===== src/rtl/pwm_peripheral.sv =====
// pwm_peripheral: 16 static/PWM output channels driven by one shared 8-bit PWM
// wave. The duty cycle is double-buffered and swapped only at the period wrap,
// so a duty update never truncates or stretches a period.

package pwm_pkg;
  // Per-channel configuration: eo=0 forces low, eo=1/ep=0 static high,
  // eo=1/ep=1 follows the shared PWM wave.
  typedef struct packed {
    logic eo;
    logic ep;
  } chan_cfg_t;
endpackage

// One output channel: registered so every output changes only on clk edges.
module pwm_channel
  import pwm_pkg::*;
(
  input  logic      clk,
  input  logic      rst_n,
  input  chan_cfg_t cfg,
  input  logic      pwm_raw,
  output logic      out_bit
);

  // Select forced-low / static-high / PWM and register the result
  always_ff @(posedge clk or negedge rst_n) begin
    if (!rst_n) out_bit <= 1'b0;
    else        out_bit <= cfg.eo & (~cfg.ep | pwm_raw);
  end

endmodule

module pwm_peripheral
  import pwm_pkg::*;
#(
  parameter int PRESCALE = 12
) (
  input  logic        clk,
  input  logic        rst_n,
  input  logic [7:0]  en_reg_out_7_0,
  input  logic [7:0]  en_reg_out_15_8,
  input  logic [7:0]  en_reg_pwm_7_0,
  input  logic [7:0]  en_reg_pwm_15_8,
  input  logic [7:0]  pwm_duty_cycle,
  output logic [15:0] out,
  output logic        pwm_sync
);

  localparam int NUM_CH = 16;
  localparam int PW     = (PRESCALE > 1) ? $clog2(PRESCALE) : 1;

  logic [PW-1:0]     presc_cnt;
  logic              tick;
  logic [7:0]        pwm_cnt;
  logic [7:0]        duty_act;
  logic              boundary;
  logic              pwm_raw;
  logic [NUM_CH-1:0] en_out;
  logic [NUM_CH-1:0] en_pwm;
  chan_cfg_t [NUM_CH-1:0] cfg;

  assign en_out   = {en_reg_out_15_8, en_reg_out_7_0};
  assign en_pwm   = {en_reg_pwm_15_8, en_reg_pwm_7_0};

  assign tick     = (presc_cnt == PW'(PRESCALE - 1));
  // Last count of the period: the edge at which pwm_cnt wraps to 0
  assign boundary = tick && (pwm_cnt == 8'hFF);

  // Prescaler: PRESCALE clk cycles per PWM count
  always_ff @(posedge clk or negedge rst_n) begin
    if (!rst_n)    presc_cnt <= '0;
    else if (tick) presc_cnt <= '0;
    else           presc_cnt <= presc_cnt + PW'(1);
  end

  // Period counter: free-running, wraps 255 -> 0
  always_ff @(posedge clk or negedge rst_n) begin
    if (!rst_n)    pwm_cnt <= 8'h00;
    else if (tick) pwm_cnt <= pwm_cnt + 8'h01;
  end

  // Duty shadow: only the value present at the wrap edge is taken
  always_ff @(posedge clk or negedge rst_n) begin
    if (!rst_n)        duty_act <= 8'h00;
    else if (boundary) duty_act <= pwm_duty_cycle;
  end

  // Period-start pulse, aligned with the first cycle of pwm_cnt == 0
  always_ff @(posedge clk or negedge rst_n) begin
    if (!rst_n) pwm_sync <= 1'b0;
    else        pwm_sync <= boundary;
  end

  // Shared wave: 255 is a true 100% (compare alone would give 255/256)
  always_comb begin
    pwm_raw = (duty_act == 8'hFF) || (pwm_cnt < duty_act);
  end

  generate
    for (genvar i = 0; i < NUM_CH; i++) begin : g_ch
      assign cfg[i] = '{eo: en_out[i], ep: en_pwm[i]};
      pwm_channel u_ch (
        .clk     (clk),
        .rst_n   (rst_n),
        .cfg     (cfg[i]),
        .pwm_raw (pwm_raw),
        .out_bit (out[i])
      );
    end
  endgenerate

endmodule

===== config.mk =====
export PLATFORM = sky130hd
export DESIGN_NAME = pwm_peripheral
export DESIGN_NICKNAME = d
export VERILOG_FILES = /design/src/rtl/pwm_peripheral.sv
export SDC_FILE = /design/constraint.sdc
export NUM_CORES = 1
export LEC_CHECK = 0
export ABC_AREA = 0
export CAP_MARGIN = 20
export CORE_ASPECT_RATIO = 1.75
export CORE_UTILIZATION = 45
export DETAILED_ROUTE_END_ITERATION = 8
export PLACE_DENSITY = 0.81
export SKIP_CTS_REPAIR_TIMING = 1
export SLEW_MARGIN = 20
export SYNTH_ARGS = -nofsm -noshare
export SYNTH_HDL_FRONTEND = slang
export SYNTH_SLANG_ARGS = --single-unit

===== constraint.sdc =====
create_clock -name clk -period 2 [get_ports clk]
set_input_delay 0.4 -clock clk [delete_from_list [all_inputs] [get_ports clk]]
set_output_delay 0.4 -clock clk [all_outputs]
set_load 0.02 [all_outputs]

# Word level (Yosys, flattened, before mapping)
# Cells that the tools add are included.
# totals
latchBits	0
ff_bits	37
word_cells	77
ramBits	0
mem_bits_ro	0
out_inout_bits	17
mem_count	0
in_bits	42
# op_classes
div	0
n_mul	0
n_mux	1
shift	0
bitwise	48
n_eq_ne	3
addsub	2
n_lt_le_gt_ge	1
n_reduce_logical	2
# ops
cell	count
AND 1 bit	16
== test 8 bit, second input constant	2
inverter 1 bit	16
OR 1 bit	16
adder 8 x 1 -> 8 bit, second input constant	1
< comparator 8 bit	1
adder 4 x 1 -> 4 bit, second input constant	1
== test 4 bit, second input constant	1
2-to-1 mux 4 bit	1
logical AND 1 bit	1
logical OR 1 bit	1

# Logic depth before layout (Yosys ltp)
# depth
depth_word	4
mapped_depth	7
depth_no_buf	6

# Hierarchy
# From an unflattened synthesis, not the netlist that was laid out.
# unflattened
cells_unflattened	138
area_unflattened_um2	1679.1
# by_module_without_submodules
module	cells_per_inst	area_each_um2	seq_area_each_um2	n_inst
pwm_peripheral	90	1098.6	525.5	1
pwm_channel	3	36.3	25.0	16

# Least setup slack after synthesis
# No wires, ideal clock.
# synth_timing
path_kind	reg-to-reg
startpoint	register pwm_cnt[5]
endpoint	register g_ch[0].u_ch.out_bit
setup_time_ps	122
setup_slack_ps	276
n_path_buf	1
t_arrival_ps	1602
synth_period_minus_slack_ps	1724
required_ps	1878
path_stages_with_launch	7
cell_sequence	dfrtp_1 ha_1 and4_1 o21ai_1 o32ai_2 buf_6 a21boi_2
# synth_via
elab_chain_len	4
# synth_rtl
item	line_no	source
from (decl)	54	logic [7:0] pwm_cnt;
from (signal assigned)	79	else if (tick) pwm_cnt <= pwm_cnt + 8'h01;
< comparator 8 bit	96	pwm_raw = (duty_act == 8'hFF) || (pwm_cnt < duty_act);
logical OR 1 bit	96	
OR 1 bit	28	else out_bit <= cfg.eo & (~cfg.ep | pwm_raw);
AND 1 bit	28	
to (signal assigned)	28	
to (decl)	22	output logic out_bit
# Every way passes these cells.
# A chain may end at the register's enable or synchronous reset.

# Worst setup path in the final report
# layout_timing
startpoint	register pwm_cnt[6]
endpoint	register g_ch[5].u_ch.out_bit
# layout_via
elab_chain_len	4
# layout_rtl
item	line_no
< comparator 8 bit	96
logical OR 1 bit	96
OR 1 bit	28
AND 1 bit	28
to (signal assigned)	28
to (decl)	22
# Every way passes these cells.

==> flow_summary.ini <==
[outcome]
status = complete, no violations

[min_path]
hold_class = primary input to asynchronous set/reset pin

[critical_path]
reg2reg_depth = 6
slowest_stage = dfrtp_1
rrSetupSlack_ns = 0.23
cp_num_buf_inv = 1
r2r-end = g_ch[5].u_ch.out_bit
r2r_start = pwm_cnt[6]
critPathTopFamily = compound AO/OA/AOI/OAI gates
arrival_ns = 1.94
timing_worst_setup_path_type = flop to flop
max_stage_delay_ns = 0.43
path_cells = ha_1, and4_1, o21ai_1, o32ai_2, buf_12, a21boi_0
end_kind = flop
critPathMaxFanout = 16
critPathLaunchType = flop
required_ns = 2.17

[clock_tree]
clkSlewWorstSetupHoldPaths_ns = 0.07
clk_latency_ns = 0.29
root_buffer = clkbuf_8
cts_tree = built
cts.sinks = 37
htree_levels = 2
clk_path_buf_depth = 2
cts_buffers = 5

[route]
ant_nets = 0
wl_per_cell_um = 14.1
vias = 1195
drc = 0
detail_route.iter0.violations = 17
wl_mm = 3.30
vias_per_cell = 5.11
first_pass_iters = 4

[sta]
slew_violations = 0
skew_ns = 0.00258
finalSetupTns_ns = 0
hold_slack_ns = 0.191
period_minus_slack_ns = 1.77
rsz0062_at_grt = false
worst_slew_pin_slew_ns = 0.783
maxSlewHeadroom_pct = 47.8
layout_setup_ws_ns = 0.226
finalHoldViolations = 0
timing.final.setup_violations = 0
finalCritPeriodShare_pct = 88.7
fmaxAchievable_mhz = 564

[finish]
syn2layout_area_growth_pct = 34.6
n_antenna_cell = 0
nNetsFinal = 239
drive_gt1_share_pct = 17.6
multi_input_area_sq_um = 696
fill_cells = 286
post-route-util_pct = 64.7
regArea_sq_um = 926

[grt]
grt_pass1_wl_mm = 5.66
grt_max_degree = 38
grt_usage_pct = 18.5
antenna_found_initial = 0
grt_pass1_vias = 1354
grt-ovfl-total = 0

[logic_synthesis]
synth_area_sq_mm = 0.00178
avgSynthCellArea_sq_um = 12.9
synth_cell_types = 30
synth_seq_cells = 37
synth_nets = 189
synth_area_leaders = dfrtp_1 (52%), buf_4 (6.8%), a21boi_2 (6.3%)
synth.largest_area_cell = dfrtp_1
yosysSeqAreaShare_pct = 52.0
netlist.area_leader.share_pct = 52.0
yosysWarnings = 0
syn_inst = 138

[floorplanning]
dieArea_sq_mm = 0.00422
core_sq_mm = 0.00370
start_util_pct = 48.1
die_x_um = 49.5
ioPinCount = 59
die_h_um = 85.2
row_count = 29

[place]
portBuffers = 58
dpl_worst_slack_ns = 0.225
hpwl_mm = 2.62
gp_congestion = 0.868

[power_and_ir_drop]
peakVddDrop_mv = 0.433
powerDensity_mw_per_mm2 = 606
power.leakage_uw = 0.00105

[flow_run]
maxCapViolations = 0
==> worst register-to-register path, delay by kind of cell (launching register included) <==
kind | cells | cell delay [ns]
compound gates | 3 | 0.50
fa+ha+maj | 1 | 0.35
buf+inv | 1 | 0.20
flops | 1 | 0.43
simple gates | 1 | 0.17
==> cell families after synthesis <==
| group | count (synthesis) | synth area share, % |
|---|---|---|
| flops | 37 | 52.0 |
| simple gates | 28 | 10.4 |
| compound gates | 25 | 13.9 |
| buf+inv | 24 | 8.86 |
| fa+ha+maj | 9 | 6.33 |
| mux | 8 | 5.06 |
| xor+xnor | 7 | 3.45 |
==> sequential cells by signal, indices dropped and copies added (netlist names) <==
name / count
presc_cnt: 4
g_ch.u_ch.out_bit: 16
pwm_cnt: 8
pwm_sync: 1
duty_act: 8
==> area by class of cell <==
type	instances	area share (%)
sequential	37	38.7
inverter	7	1.10
tap	46	2.40
multi-input combinational	77	29.0
clock buffer	7	3.61
timing repair buffer	60	25.2
==> cells in the mapped netlist <==
cell / n
o21ai_0: 2
nand2b_4: 1
and4_1: 1
nor2_8: 1
a21oi_1: 1
xor2_1: 1
buf_6: 1
ha_1: 9
a21o_1: 1
a2111oi_4: 1
dfrtp_1: 37
nand2b_1: 2
nand2_1: 8
nand3_1: 2
o32ai_2: 1
a21boi_2: 10
o21a_1: 1
buf_4: 16
nor2_1: 4
a41o_1: 1
a21boi_0: 6
nand3b_1: 1
nor3_1: 1
xnor2_1: 6
and3b_2: 1
nand4_1: 5
nand4_4: 1
o21ai_1: 1
mux2_2: 8
inv_1: 7
==> per-stage QoR <==
| stage | cells | area, sq um | total power [uW] |
|---|---|---|---|
| 3_5_place_dp | 227 | 2310 | 950 |
| 5_1_grt | 234 | 2390 | 1510 |
| 2_1_floorplan | 138 | 1780 | 843 |
| 4_1_cts | 234 | 2390 | 1470 |
| 6_report | 234 | 2390 | 1450 |
| 3_3_place_gp | 227 | 2310 | 947 |
==> how the worst max path moves through the flow <==
| stage | startpoint | end | cells after the start |
|---|---|---|---|
| detailed placement | pwm_cnt[6] | g_ch[5].u_ch.out_bit | 6 |
| floorplan | pwm_cnt[5] | g_ch[0].u_ch.out_bit | 6 |
| global route | pwm_cnt[6] | g_ch[5].u_ch.out_bit | 6 |
| global placement | pwm_cnt[6] | g_ch[9].u_ch.out_bit | 6 |
| CTS | pwm_cnt[6] | g_ch[5].u_ch.out_bit | 6 |
| finish | pwm_cnt[6] | g_ch[5].u_ch.out_bit | 6 |
==> cell usage in the layout (no fill, tap or decap), drive strengths merged <==
cell,netlist,layout
nand2b,3,3
inv,7,7
and3b,1,1
nand3,2,2
o21a,1,1
xnor2,6,6
a21boi,16,16
ha,9,9
nand3b,1,1
o32ai,1,1
a41o,1,1
nand4,6,6
dfrtp,37,37
xor2,1,1
clkdlybuf4s50,0,57
a21oi,1,1
o21ai,3,3
nor3,1,1
clkbuf,0,7
nand2,8,8
and4,1,1
buf,17,3
nor2,5,5
a2111oi,1,1
a21o,1,1
mux2,8,8
==> report_power, final <==
group | switching (uW) | total [uW] | internal [uW]
Sequential | 4.54 | 769 | 764
Combinational | 57.3 | 165 | 107
Clock | 245 | 518 | 273
==> metal layers <==
metal  track usage (%)  share of wire (%)  up-vias
met5                 0                  0        -
met4              12.2                3.9        0
met3              8.96                 11       12
met2              32.6                 53       63
met1              15.8                 32      564
li1                  -                  -      556
Power figures use the tool's default switching activity.
